<file path="src/rtl/rv523_regfile_pkg.sv">
// Shared constants and helpers for the RV523 integer register file.
package rv523_regfile_pkg;

  localparam int XLEN_DEF  = 32;
  localparam int DEPTH_DEF = 32;

  // Values of the RDREG parameter: combinational or registered read data.
  localparam int RDREG_COMB = 0;
  localparam int RDREG_FLOP = 1;

  // Address width needed to index a register file of the given depth.
  function automatic int aw(input int depth);
    return $clog2(depth);
  endfunction

endpackage

</file>
<file path="src/rtl/rv523_dffre.sv">
// W-bit D flip-flop with synchronous active-low reset and load enable.
module rv523_dffre #(
  parameter int W = 32
) (
  input  logic         clk,
  input  logic         rst_n,
  input  logic         en,
  input  logic [W-1:0] d,
  output logic [W-1:0] q
);

  // Reset has priority over a load so a write in a reset cycle is lost.
  always_ff @(posedge clk) begin
    // NOTE: non-blocking assignment keeps every flop sampling pre-edge values.
    if (!rst_n) begin
      q <= '0;
    end else if (en) begin
      q <= d;
    end
  end

endmodule

</file>
<file path="src/rtl/rv523_regfile.sv">
// RV523 integer register file: one write port, NREAD read ports, x0 tied
// to zero, optional write-to-read bypass and optional registered read data.
module rv523_regfile
  import rv523_regfile_pkg::*;
#(
  parameter int XLEN   = XLEN_DEF,
  parameter int DEPTH  = DEPTH_DEF,
  parameter int NREAD  = 2,
  parameter int BYPASS = 1,
  parameter int RDREG  = RDREG_COMB
) (
  input  logic                        clk,
  input  logic                        rst_n,
  input  logic                        we,
  input  logic [aw(DEPTH)-1:0]        waddr,
  input  logic [XLEN-1:0]             wdata,
  input  logic [NREAD*aw(DEPTH)-1:0]  raddr,
  output logic [NREAD*XLEN-1:0]       rdata
);

  localparam int AW = aw(DEPTH);

  // Architectural state; entry 0 is a constant, not storage.
  logic [DEPTH-1:0][XLEN-1:0] regs;

  assign regs[0] = '0;

  // NOTE: every register is a resettable flop (not an SRAM), so one reset
  // edge leaves the whole file at zero with no partial state.
  for (genvar r = 1; r < DEPTH; r++) begin : g_reg
    logic wr_en;

    assign wr_en = we && (waddr == AW'(r));

    rv523_dffre #(.W(XLEN)) u_reg (
      .clk   (clk),
      .rst_n (rst_n),
      .en    (wr_en),
      .d     (wdata),
      .q     (regs[r])
    );
  end

  for (genvar p = 0; p < NREAD; p++) begin : g_rd
    logic [AW-1:0]   ra;
    logic [XLEN-1:0] rd_val;

    assign ra = raddr[p*AW +: AW];

    // Per-port read value: x0 is zero, a matching write forwards when the
    // bypass is enabled and the file is out of reset, else the stored value.
    always_comb begin
      // NOTE: default first so every path assigns rd_val and no latch forms.
      rd_val = regs[ra];
      if (ra == '0) begin
        rd_val = '0;
      end else if ((BYPASS != 0) && we && rst_n && (waddr == ra)) begin
        rd_val = wdata;
      end
    end

    if (RDREG == RDREG_FLOP) begin : g_flop
      rv523_dffre #(.W(XLEN)) u_rd (
        .clk   (clk),
        .rst_n (rst_n),
        .en    (1'b1),
        .d     (rd_val),
        .q     (rdata[p*XLEN +: XLEN])
      );
    end else begin : g_comb
      assign rdata[p*XLEN +: XLEN] = rd_val;
    end
  end

endmodule

</file>
<file path="config.mk">
export PLATFORM = sky130hd
export DESIGN_NAME = rv523_regfile
export DESIGN_NICKNAME = d
export VERILOG_FILES = /design/src/rtl/rv523_regfile_pkg.sv /design/src/rtl/rv523_dffre.sv /design/src/rtl/rv523_regfile.sv
export SDC_FILE = /design/constraint.sdc
export NUM_CORES = 2
export LEC_CHECK = 0
export ABC_CLOCK_PERIOD_IN_PS = 2890
export CAP_MARGIN = 20
export CORE_MARGIN = 1
export CORE_UTILIZATION = 41
export DETAILED_ROUTE_END_ITERATION = 10
export GPL_ROUTABILITY_DRIVEN = 0
export GPL_TIMING_DRIVEN = 1
export HOLD_SLACK_MARGIN = 0.08
export MAX_ROUTING_LAYER = met4
export PLACE_DENSITY_LB_ADDON = 0.15
export SYNTH_ARGS = -nofsm -noshare
export SYNTH_HDL_FRONTEND = slang
export SYNTH_SLANG_ARGS = --single-unit
</file>
<file path="constraint.sdc">
create_clock -name clk -period 2.89 [get_ports clk]
set_input_delay 0.4335 -clock clk [delete_from_list [all_inputs] [get_ports clk]]
set_output_delay 0.4335 -clock clk [all_outputs]
set_load 0.05 [all_outputs]
</file>
---- After elaboration in Yosys (flattened, before gate mapping) ----
Index checks and enable logic that the tools add are counted.
operators by class
  magnitude comparators ................... 2
  eq/ne operators ......................... 33
  mux-type cells .......................... 8
  reductions and logical operators ........ 36
operators by type and width
  cell                number
  $bmux 32 s5         2
  $mux 32             6
  $eq 5x5->1 const B  16
  $eq 5x4->1 const B  8
  $logic_and 1x1->1   34
  $eq 5x3->1 const B  4
  $lt 5x6->1 const B  2
  $eq 5x2->1 const B  2
  $eq 5x5->1          2
  $logic_not 5->1     2
  $eq 5x1->1 const B  1
storage, ports and cells
  bits in registers ....................... 992
  input port bits ......................... 50
  output and inout port bits .............. 64
  logic and storage cells ................. 110

---- Longest topological paths before layout ----
  depth after elaboration ................. 4
  mapped depth ............................ 11
  mapped depth without buffers ............ 6

---- Cells and area by module ----
From an unflattened synthesis, not the netlist that was laid out.
unflattened totals
  cells, all modules ...................... 4648
  area, all modules ....................... 55371.9 um^2
by module, submodules not included
  module         instances  cells an instance  area an instance (um^2)  sequential area each (um^2)
  rv523_dffre    31         103                1243.7                   640.6
  rv523_regfile  1          1455               16817.4                  0.0

---- Worst setup path before layout ----
OpenSTA, ideal clock, no wires.
  kind .................................... input port to output port
  start ................................... input port raddr[5]
  end ..................................... output port rdata[62]
  arrival time ............................ 2800 ps
  required time ........................... 2457 ps
  slack ................................... -344 ps
  stages .................................. 8
  path buffers ............................ 5
  cells stage by stage .................... buf_4 buf_4 buf_4 buf_4 buf_4 a211oi_1 a211o_1 a21boi_0
on the way
  cells in the longest elaborated chain, start to end .. 4
  elaborated cells on any way between the ends .. 7
  classes of those cells .................. eq/ne: 1; mux: 4; reduce/logical: 2
ends and longest elaborated chain
  element                                                             line                                      RTL
  start: declaration                                                  rv523_regfile.sv:17                       input logic [NREAD*aw(DEPTH)-1:0] raddr,
  $bmux 32 s5 or $eq 5x5->1 (tied branches)                           rv523_regfile.sv:54, rv523_regfile.sv:57
  $mux 32 (not written as such) or $logic_and 1x1->1 (tied branches)  rv523_regfile.sv:54, rv523_regfile.sv:57
  $mux 32                                                             rv523_regfile.sv:57                       end else if ((BYPASS != 0) && we && rst_n && (waddr == ra)) begin
  $mux 32 *                                                           rv523_regfile.sv:55                       if (ra == '0) begin
  end: declaration                                                    rv523_regfile.sv:18                       output logic [NREAD*XLEN-1:0] rdata
Mark *: on every way between the ends. The rest lies on a longest branch, timed or not. The select of a mux whose other input is x is not followed.

---- Final worst setup path ----
  start ................................... register g_reg[16].u_reg.q[10]
  end ..................................... output port rdata[10]
on the way
  cells in the longest elaborated chain, start to end .. 4
ends and longest elaborated chain
  element                        line                 RTL
  start: declaration             rv523_dffre.sv:9     output logic [W-1:0] q
  start signal: assignment       rv523_dffre.sv:16    q <= '0;
  start signal: assignment       rv523_dffre.sv:18    q <= d;
  $bmux 32 s5                    rv523_regfile.sv:54  rd_val = regs[ra];
  $mux 32 (not written as such)  rv523_regfile.sv:54
  $mux 32                        rv523_regfile.sv:57
  $mux 32                        rv523_regfile.sv:55
Every way passes these cells. The select of a mux whose other input is x is not followed.

==> results.md <==
* Status: complete, but fails checks
* Failing checks: negative setup slack
* Die X at 365 um
* Final slew viol count at 0
* Clk Latency, worst-skew pair at 0.73 ns
* Final core utilization at 0.524
* Distinct cells, synth at 48
* R2R Path End: g_reg[29].u_reg.q[17]
* Cell area after layout at 0.0681 mm2
* Post-Syn Nets at 6038
* Reg-to-Reg Start: g_reg[29].u_reg.q[17]
* Worst slew pin tran at 1.20 ns
* Num rows at 132
* Post-DP HPWL at 143000 um
* Cells after DPL at 7786
* CTS root buf: clkbuf_16
* Max reg flops at 992
* R2R Setup Slk at 2.14 ns
* Met3 capacity usage during global routing at 0.0650
* PortBufs at 113
* I/O pin cnt at 114
* Critical path peak fanout at 2
* First-pass GRT wire length at 332000 um
* Area of the core at 0.130 mm2
* Clock-pin slew of the registers on the worst-case setup and hold paths at 0.06 ns
* Fin worst setup slack at -0.233 ns
* DRT iter0 DRCs at 5195
* Largest Register: g.u_reg.q
* GRT met2 Usage at 0.525
* Register area share after synthesis at 0.368
* Total GRT Usage at 0.352
* Count leader, synth: nand2_1
* CTS Buf Count at 112
* Setup crit end kind: primary output
* # nets final at 6289
* Max-cap violations at 0
* Synth area leaders: dfxtp_1, mux4_2, nand2_1
* Number of fillers in the final layout at 11700
* Final hold violations at 0
* GRT met1 Usage at 0.453
* Routed Antenna Nets at 0
* Sequential fraction of design power at 0.418
* Post-synth top cells: nand2_1, dfxtp_1, a21boi_0
* Worst reg-to-reg path cell count at 3
* GR peak layer: met2
* CTS H-tree lvls at 3
* Post-synth EDFFs at 0
* Net Sw Power at 8.76 mW
* WL final at 230000 um
* Area leader, netlist: dfxtp_1
* Final total power at 33.2 mW
* Largest regs: g.u_reg.q: 992 flops
* Vias in the first global route at 46900
* Power Density at 487 mW/mm2
* Antenna violations before repair at 1
* CP Class: flip-flop to primary output
* CTS tree: built
* Worst VDD drop at 0.491 mV
* Cells after Synth at 5988
* Hold crit path type: primary input to flip-flop
* Finish-stage setup viols at 52
* Global route overflow at 0
* Period utilization at 1.08
* Die area at 0.133 mm2
* Vias/cell at 6.04
* Share of flip-flops with an asynchronous set or reset at 0
* DRC viols at 0
* Leak at 23.3 nW
* Synth top area share at 0.368
* Setup crit end: rdata[10]
* Cts hold-fix bufs at 0
* Skew final at 0 ns
* Wire per inst at 28.5 um
* Minimum clock period at 3.12 ns
* Die Span Y at 365 um
* RSZ-0062 raised after global routing: true
* Area after DPL at 0.0616 mm2
* Yosys reg bits at 992
* Kind of start point of the critical path: flip-flop
* Synthesized area per cell at 9.00 um2
* Sink Count at 992
* Ys Warns at 0
* Crit path arrival time at 2.69 ns
* Share of cells above drive strength 1 at 0.302
* Post-synthesis cell area at 0.0539 mm2
* Via count at 48800
* Combinational Power Share at 0.127
* Clock Power Share at 0.455
* Relative slew slack at 0.201
* Critical path data required time at 2.46 ns
* Primary FF master, synth: dfxtp_1
* Layout overhead on the synthesized area at 26.3%
* Post-route insts no fill at 8076
* Worst slack at placement at -0.566 ns
* Setup crit start: g_reg[16].u_reg.q[10]
* Int Pwr at 24.4 mW
* Fmax at 0.320 GHz
* Starting Density at 0.415
* Sw frac at 0.264
* Deepest clock path buffer count at 3
* Largest net degree at the start of global routing at 246
* DRT Pass-1 Iters at 5
-- layer usage --
layer | wire [um] | vias up
met4 | 14600 | 0
met1 | 92000 | 24300
met3 | 21500 | 590
li1 | - | 21400
met5 | 0 | -
met2 | 102000 | 2486
-- worst min-delay path by stage --
stage | start | end | slack, ns | depth (start not counted)
final | rst_n | g_reg[2].u_reg.q[28] | 0.42 | 3
after global routing | rst_n | g_reg[2].u_reg.q[28] | 0.45 | 3
after CTS | rst_n | g_reg[11].u_reg.q[1] | 0.42 | 3
after detailed placement | g_reg[11].u_reg.q[13] | g_reg[11].u_reg.q[13] | 0.46 | 2
after global placement | g_reg[11].u_reg.q[10] | g_reg[11].u_reg.q[10] | 0.45 | 2
after floorplan | g_reg[3].u_reg.q[19] | g_reg[3].u_reg.q[19] | 0.44 | 2
-- layout make-up --
| cell class | count | area (um2) | area share |
|---|---|---|---|
| Clock buffer | 162 | 3320 | 0.0488 |
| Timing Repair Buffer | 782 | 9010 | 0.132 |
| Tap cell | 1742 | 2180 | 0.0320 |
| Antenna cell | 1 | 2.50 | 0.0000368 |
| Clock inverter | 46 | 517 | 0.00759 |
| Sequential cell | 992 | 20100 | 0.295 |
| Multi-Input combinational cell | 4351 | 33000 | 0.485 |
-- placed cells by master (no fill, tap or decap), types with 27 or more instances in the layout --
| cell | instances |
|---|---|
| a21boi_1 | 92 |
| clkbuf_16 | 116 |
| nand3_1 | 27 |
| a22oi_1 | 35 |
| mux2i_1 | 131 |
| buf_4 | 492 |
| dfxtp_1 | 822 |
| clkdlybuf4s50_1 | 33 |
| a22oi_2 | 30 |
| a21boi_0 | 900 |
| buf_12 | 201 |
| mux4_2 | 425 |
| mux2_2 | 119 |
| dfxtp_2 | 170 |
| o211ai_1 | 53 |
| nand2_2 | 65 |
| nand2_1 | 2074 |
| clkbuf_8 | 28 |
-- power groups by stage --
stage               clock network [mW]  registers (mW)  logic (mW)
floorplan                            0            14.1        2.00
global placement                     0            14.2        3.81
detailed placement                   0            14.2        3.82
CTS                               15.2            13.9        4.08
global route                      15.8            13.9        4.33
finish                            15.1            13.9        4.22
-- critical path: stages (launching register included) --
cell	delay (ns)
dfxtp_2	0.33
buf_6	0.11
mux4_2	0.48
mux4_2	0.56
a22oi_2	0.17
nand2_2	0.12
buf_12	0.17
-- metrics by stage --
step,TNS (ns),hold slack [ns]
after floorplan,0,0.441
after global placement,-14.31,0.451
after detailed placement,-14.27,0.459
after CTS,-6.35,0.421
after global routing,-8.36,0.449
final,-5.41,0.418
-- what timing repair did --
action | in CTS | in global routing
gates cloned | 8 | 1
endpoints found under the setup margin | 64 | 64
gates resized for setup | 393 | 125
hold endpoints to repair | 0 | 0
buffers inserted | 64 | 27
pin swaps | 126 | 65
-- cell families after synthesis --
logic type	share of synthesized area
AOI/OAI and AO/OA	0.181
xor gates and xnor gates	0.00162
buffers and inverters	0.0509
DFF	0.368
muxes	0.230
and+or+nand+nor	0.168
(Power assumes the default switching activity.)
